`src/rtl/alu_sched_pkg.sv`:
```
// alu_sched_pkg: shared types and widths for the ALU scheduler
package alu_sched_pkg;
    localparam int RES_W = 16;
    localparam int OP_W  = 8;

    typedef enum logic [1:0] {IDLE, CALC, RESP} sched_state_t;

    typedef struct packed {
        logic [OP_W-1:0] a;
        logic [OP_W-1:0] b;
        logic            cin;
    } alu_req_t;
endpackage

```
`src/rtl/alu_sched_if.sv`:
```
// alu_sched_if: per-requester request channels plus the shared tagged response channel
interface alu_sched_if
    import alu_sched_pkg::*;
#(
    parameter int NREQ = 4,
    parameter int IDW  = $clog2(NREQ)
);
    logic [NREQ-1:0]           req_valid;
    logic [NREQ-1:0]           req_ready;
    logic [NREQ-1:0][OP_W-1:0] req_a;
    logic [NREQ-1:0][OP_W-1:0] req_b;
    logic [NREQ-1:0]           req_cin;
    logic                      rsp_valid;
    logic                      rsp_ready;
    logic [IDW-1:0]            rsp_id;
    logic [RES_W-1:0]          rsp_data;
    logic                      busy;

    modport master (
        output req_valid, req_a, req_b, req_cin, rsp_ready,
        input  req_ready, rsp_valid, rsp_id, rsp_data, busy
    );

    modport slave (
        input  req_valid, req_a, req_b, req_cin, rsp_ready,
        output req_ready, rsp_valid, rsp_id, rsp_data, busy
    );
endinterface

```
`src/rtl/alu_sched_alu.sv`:
```
// alu: shared datapath, result = 2*A + 4*B + Cin, never exceeds 11 bits
module alu
    import alu_sched_pkg::*;
(
    input  alu_req_t         op_i,
    output logic [RES_W-1:0] res_o
);
    assign res_o = (RES_W'(op_i.a) << 1) + (RES_W'(op_i.b) << 2) + RES_W'(op_i.cin);
endmodule

```
`src/rtl/alu_sched_rr_arbiter.sv`:
```
// rr_arbiter: picks the first pending request at or after ptr, wrapping around
module rr_arbiter #(
    parameter int N = 4,
    parameter int W = $clog2(N)
) (
    input  logic [N-1:0] req_i,
    input  logic [W-1:0] ptr_i,
    output logic [W-1:0] gnt_idx_o,
    output logic         gnt_any_o
);
    logic [W-1:0] k;

    // Scan from the farthest offset down so the nearest requester at or after ptr wins
    always_comb begin
        gnt_idx_o = '0;
        k = '0;
        for (int i = N - 1; i >= 0; i--) begin
            k = W'((int'(ptr_i) + i) % N);
            if (req_i[k]) gnt_idx_o = k;
        end
    end

    assign gnt_any_o = |req_i;
endmodule

```
`src/rtl/alu_sched.sv`:
```
// alu_sched: round-robin scheduler sharing one ALU among NREQ requesters
module alu_sched
    import alu_sched_pkg::*;
#(
    parameter int NREQ = 4,
    parameter int IDW  = $clog2(NREQ)
) (
    input  logic       clk,
    input  logic       rst_n,
    alu_sched_if.slave io
);
    sched_state_t     state_q, state_d;
    alu_req_t         op_q, op_d;
    logic [IDW-1:0]   gid_q, gid_d, ptr_q, ptr_d, rsp_id_q, rsp_id_d, gnt_idx;
    logic [RES_W-1:0] rsp_data_q, rsp_data_d, alu_res;
    logic             gnt_any;

    rr_arbiter #(.N(NREQ), .W(IDW)) u_arb (
        .req_i     (io.req_valid),
        .ptr_i     (ptr_q),
        .gnt_idx_o (gnt_idx),
        .gnt_any_o (gnt_any)
    );

    alu u_alu (
        .op_i  (op_q),
        .res_o (alu_res)
    );

    assign io.req_ready = (rst_n && state_q == IDLE && gnt_any) ? NREQ'(1) << gnt_idx : '0;
    assign io.rsp_valid = state_q == RESP;
    assign io.busy      = state_q != IDLE;
    assign io.rsp_id    = rsp_id_q;
    assign io.rsp_data  = rsp_data_q;

    // Accept in IDLE, register the ALU result in CALC, hold the response until taken
    always_comb begin
        state_d    = state_q;
        op_d       = op_q;
        gid_d      = gid_q;
        ptr_d      = ptr_q;
        rsp_id_d   = rsp_id_q;
        rsp_data_d = rsp_data_q;
        case (state_q)
            IDLE: if (gnt_any) begin
                state_d  = CALC;
                op_d.a   = io.req_a[gnt_idx];
                op_d.b   = io.req_b[gnt_idx];
                op_d.cin = io.req_cin[gnt_idx];
                gid_d    = gnt_idx;
            end
            CALC: begin
                state_d    = RESP;
                rsp_data_d = alu_res;
                rsp_id_d   = gid_q;
            end
            RESP: if (io.rsp_ready) begin
                state_d = IDLE;
                ptr_d   = (int'(gid_q) == NREQ - 1) ? '0 : gid_q + 1'b1;
            end
            default: state_d = IDLE;
        endcase
    end

    // State and datapath registers; reset drops any in-flight transaction
    always_ff @(posedge clk or negedge rst_n) begin
        if (!rst_n) begin
            state_q    <= IDLE;
            op_q       <= '0;
            gid_q      <= '0;
            ptr_q      <= '0;
            rsp_id_q   <= '0;
            rsp_data_q <= '0;
        end else begin
            state_q    <= state_d;
            op_q       <= op_d;
            gid_q      <= gid_d;
            ptr_q      <= ptr_d;
            rsp_id_q   <= rsp_id_d;
            rsp_data_q <= rsp_data_d;
        end
    end
endmodule

```
`src/flat_wrapper.sv`:
```
// flat-port wrapper written by rule: the top's interface ports become plain ports
module alu_sched_flat import alu_sched_pkg::*;
#(
    parameter int NREQ = 4,
    parameter int IDW  = $clog2(NREQ)
)
  (clk, rst_n, io_req_valid, io_req_a, io_req_b, io_req_cin, io_rsp_ready, io_req_ready, io_rsp_valid, io_rsp_id, io_rsp_data, io_busy);
  alu_sched_if #(.NREQ(NREQ), .IDW(IDW)) io_i ();
  input  logic clk;
  input  logic rst_n;
  input wire logic [$bits(io_i.req_valid)-1:0] io_req_valid;
  input wire logic [$bits(io_i.req_a)-1:0] io_req_a;
  input wire logic [$bits(io_i.req_b)-1:0] io_req_b;
  input wire logic [$bits(io_i.req_cin)-1:0] io_req_cin;
  input wire logic [$bits(io_i.rsp_ready)-1:0] io_rsp_ready;
  output wire logic [$bits(io_i.req_ready)-1:0] io_req_ready;
  output wire logic [$bits(io_i.rsp_valid)-1:0] io_rsp_valid;
  output wire logic [$bits(io_i.rsp_id)-1:0] io_rsp_id;
  output wire logic [$bits(io_i.rsp_data)-1:0] io_rsp_data;
  output wire logic [$bits(io_i.busy)-1:0] io_busy;
  assign io_i.req_valid = io_req_valid;
  assign io_i.req_a = io_req_a;
  assign io_i.req_b = io_req_b;
  assign io_i.req_cin = io_req_cin;
  assign io_i.rsp_ready = io_rsp_ready;
  assign io_req_ready = io_i.req_ready;
  assign io_rsp_valid = io_i.rsp_valid;
  assign io_rsp_id = io_i.rsp_id;
  assign io_rsp_data = io_i.rsp_data;
  assign io_busy = io_i.busy;
  alu_sched #(.NREQ(NREQ), .IDW(IDW)) u_core (.clk(clk), .rst_n(rst_n), .io(io_i));
endmodule
```
`config.mk`:
```
export PLATFORM = sky130hd
export DESIGN_NAME = alu_sched_flat
export DESIGN_NICKNAME = d
export VERILOG_FILES = /design/src/rtl/alu_sched_pkg.sv /design/src/rtl/alu_sched_if.sv /design/src/rtl/alu_sched_alu.sv /design/src/rtl/alu_sched_rr_arbiter.sv /design/src/rtl/alu_sched.sv /design/src/flat_wrapper.sv
export SDC_FILE = /design/constraint.sdc
export NUM_CORES = 1
export LEC_CHECK = 0
export ABC_CLOCK_PERIOD_IN_PS = 6180
export CAP_MARGIN = 10
export CORE_MARGIN = 8
export CORE_UTILIZATION = 47
export CTS_CLUSTER_DIAMETER = 100
export DETAILED_ROUTE_END_ITERATION = 8
export GPL_TIMING_DRIVEN = 0
export PLACE_DENSITY = 0.86
export SYNTH_ARGS = -nofsm -noshare
export SYNTH_HDL_FRONTEND = slang
export SYNTH_SLANG_ARGS = --single-unit
export TNS_END_PERCENT = 10
```
`constraint.sdc`:
```
create_clock -name clk -period 6.18 [get_ports clk]
set_input_delay 1.545 -clock clk [delete_from_list [all_inputs] [get_ports clk]]
set_output_delay 1.545 -clock clk [all_outputs]
set_load 0.05 [all_outputs]
```
==> results_dict.tcl <==
set metrics [dict create \
    status "completed" \
    dp_hpwl_um 5682 \
    layout_common_cells "clkdlybuf4s50_1, dfrtp_1, o21ai_0" \
    row_count 26 \
    die_h_um 87.81 \
    drive_above_1_share_pct 13.96 \
    placedCellCount 413 \
    maxSlewViolCount 0 \
    yosysWarnings 0 \
    portBuffers 93 \
    clk_pin_slew_ns 0.07 \
    clock-root-buffer "clkbuf_8" \
    synth_edf_count 0 \
    ant_nets 0 \
    cp_data_arrival_time_ns 4.22 \
    grt_pass1_vias 2276 \
    syn_area_um2 2424 \
    drtIter0Drc 178 \
    htree_levels 2 \
    tightest_slew_ns 0.8057 \
    synth.avg_cell_area_um2 9.852 \
    gp_congestion 0.7616 \
    ctsResizeCount 0 \
    ir_drop_v 0.0002151 \
    yosysSeqAreaShare_pct 37.17 \
    drc_errors 0 \
    grt_max_degree 39 \
    numCtsBuffers 5 \
    p_leak_nw 1.561 \
    initial_utilization_pct 48.06 \
    grt_setup_unrepaired "no" \
    synth_flop_cell "dfrtp_1" \
    fp.dieW_um 87.81 \
    crit_chain "clkdlybuf4s50_1, nor2_1, and4b_1, buf_2, nor2_2, buf_6, nand3_1, nor2_1, clkdlybuf4s50_1" \
    groute.usage.overall_pct 18.32 \
    vias_per_cell 5.485 \
    cp_slowest_cell "clkdlybuf4s50_1" \
    fin_nets 434 \
    critPathRequiredTime_ns 4.64 \
    slowest_delay_ns 0.84 \
    clock_path_buffers 2 \
    fin_crit_sh_pct 93.33 \
    vias 2309 \
    syn2layout_area_growth_pct 47.65 \
    insertion_delay_ns 0.29 \
    ctsHoldBuffers 0 \
    path_max_fanout 10 \
    post-cts-setup-buffers 0 \
    gr-total-overflow 0 \
    r2r_setup_slack_ns 4.02 \
    maxSlewHeadroom_pct 46.29 \
    fin_skew_ns 0.006847 \
    fin_crit_ns 5.768 \
    synth_cell_types 44 \
    max_freq_ghz 0.1734 \
    finalSetupTns_ns 0 \
    hold_path_class "reg -> reg" \
    drt-pass1-iter-count 4 \
    final_cells 421 \
    wire_per_inst_um 16.58 \
    antenna_found_initial 0 \
    end_kind "output pin" \
    clkSinkCount 36 \
    ios 99 \
    final_common_cell "clkdlybuf4s50_1" \
    cts_tree "yes" \
    synthCells 246 \
    fillers 371 \
    die_area_um2 7711 \
    final-setup-viol-count 0 \
    finalHoldViolations 0 \
    ys_seq_elements 36 \
    power.total_w 0.001749 \
    grt_first_pass_wirelength_um 11050 \
    antenna_cells 0 \
    critPathKind "in -> out" \
    coreArea_um2 5042 \
    drt_wl_total_um 6980 \
    fin_util_pct 70.97 \
    synthArstFlopShare_pct 100.0 \
    max_cap_violations 0 \
    start_kind "input pin" \
    p_per_area_nw_per_um2 488.8 \
]
## stage by stage
stage                     hold WS [ns]  cell area (µm²)  setup WS (ns)
after detailed placement        0.4715             3452         0.4225
after global routing            0.5098             3578         0.2360
after CTS                       0.4874             3578         0.4133
after global placement          0.4635             3457         0.2483
final                           0.4788             3578         0.4125
after floorplan                 0.4717             2439          1.228
## routing by layer
metal / wire length (µm) / up-vias / global-route usage (%)
met1: 2861 / 1072 / 21.27
met2: 3424 / 110 / 30.92
li1: - / 1116 / -
met3: 560 / 11 / 5.441
met4: 133 / 0 / 6.875
met5: 0 / - / 0
## sequential cells by signal, summed over array words and instances (netlist names)
register	flops
u_core.ptr_q	2
u_core.gid_q	2
u_core.state_q	2
u_core.op_q	17
u_core.io.rsp_data	11
u_core.io.rsp_id	2
## cells by family after synthesis
group / count (synthesis) / synth area share (%)
AOI/OAI and AO/OA: 78 / 21.84
xor gates and xnor gates: 1 / 0.3614
adders and majority gates: 9 / 4.956
buffers and inverters: 28 / 6.040
DFF: 36 / 37.17
muxes: 24 / 13.42
other: 1 / 0.1547
and+or+nand+nor: 69 / 16.06
## worst max-delay path, delay by kind of cell
kind,cells,cell delay [ns]
AND/OR/NAND/NOR,5,1.02
buffers and inverters,4,1.65
## layout make-up
| type | instances | area [µm²] | area share [%] |
|---|---|---|---|
| buffer | 20 | 116.4 | 3.252 |
| inverter | 8 | 30.03 | 0.8392 |
| tap | 70 | 87.58 | 2.448 |
| sequential | 36 | 900.9 | 25.17 |
| clock buffer | 7 | 96.34 | 2.692 |
| timing repair buffer | 93 | 925.9 | 25.87 |
| multi-input combinational | 186 | 1391 | 38.88 |
| clock inverter | 1 | 30.03 | 0.8392 |
## report_power, final
group	switching, W	internal, W	total [W]
clock network	0.0000833	0.000142	0.000226
logic	0.000611	0.000478	0.00109
registers	0.0000821	0.000353	0.000435
total	0.000777	0.000973	0.00175
## Yosys cell counts (all sizes together) (3+ instances only)
library cell	number	area, µm²
buf	11	82.57
nand2	11	41.29
o21ai	23	115.1
o31ai	7	57.55
a21oi	20	100.1
nor2	11	46.29
nor3b	3	22.52
clkbuf	9	33.78
ha	8	100.1
inv	8	30.03
nor3	5	25.02
mux2	23	315.3
nor2b	4	32.53
nand2b	5	31.28
dfrtp	36	900.9
a21o	3	22.52
a221o	17	170.2
nand3	19	95.09
## final timing paths
| kind | endpoint | startpoint | cells after the start |
|---|---|---|---|
| min in group asynchronous | u_core.op_q[2] | rst_n | 1 |
| setup / recovery | io_req_ready[0] | io_req_valid[1] | 9 |
| setup reg to reg | u_core.op_q[5] | u_core.ptr_q[0] | 6 |
| hold reg to reg | u_core.io.rsp_data[7] | u_core.io.rsp_data[7] | 2 |
| max in group asynchronous | u_core.io.rsp_data[7] | rst_n | 1 |
| hold / removal | u_core.io.rsp_data[7] | u_core.io.rsp_data[7] | 2 |
No activity file was read; power rests on OpenSTA's default activity.
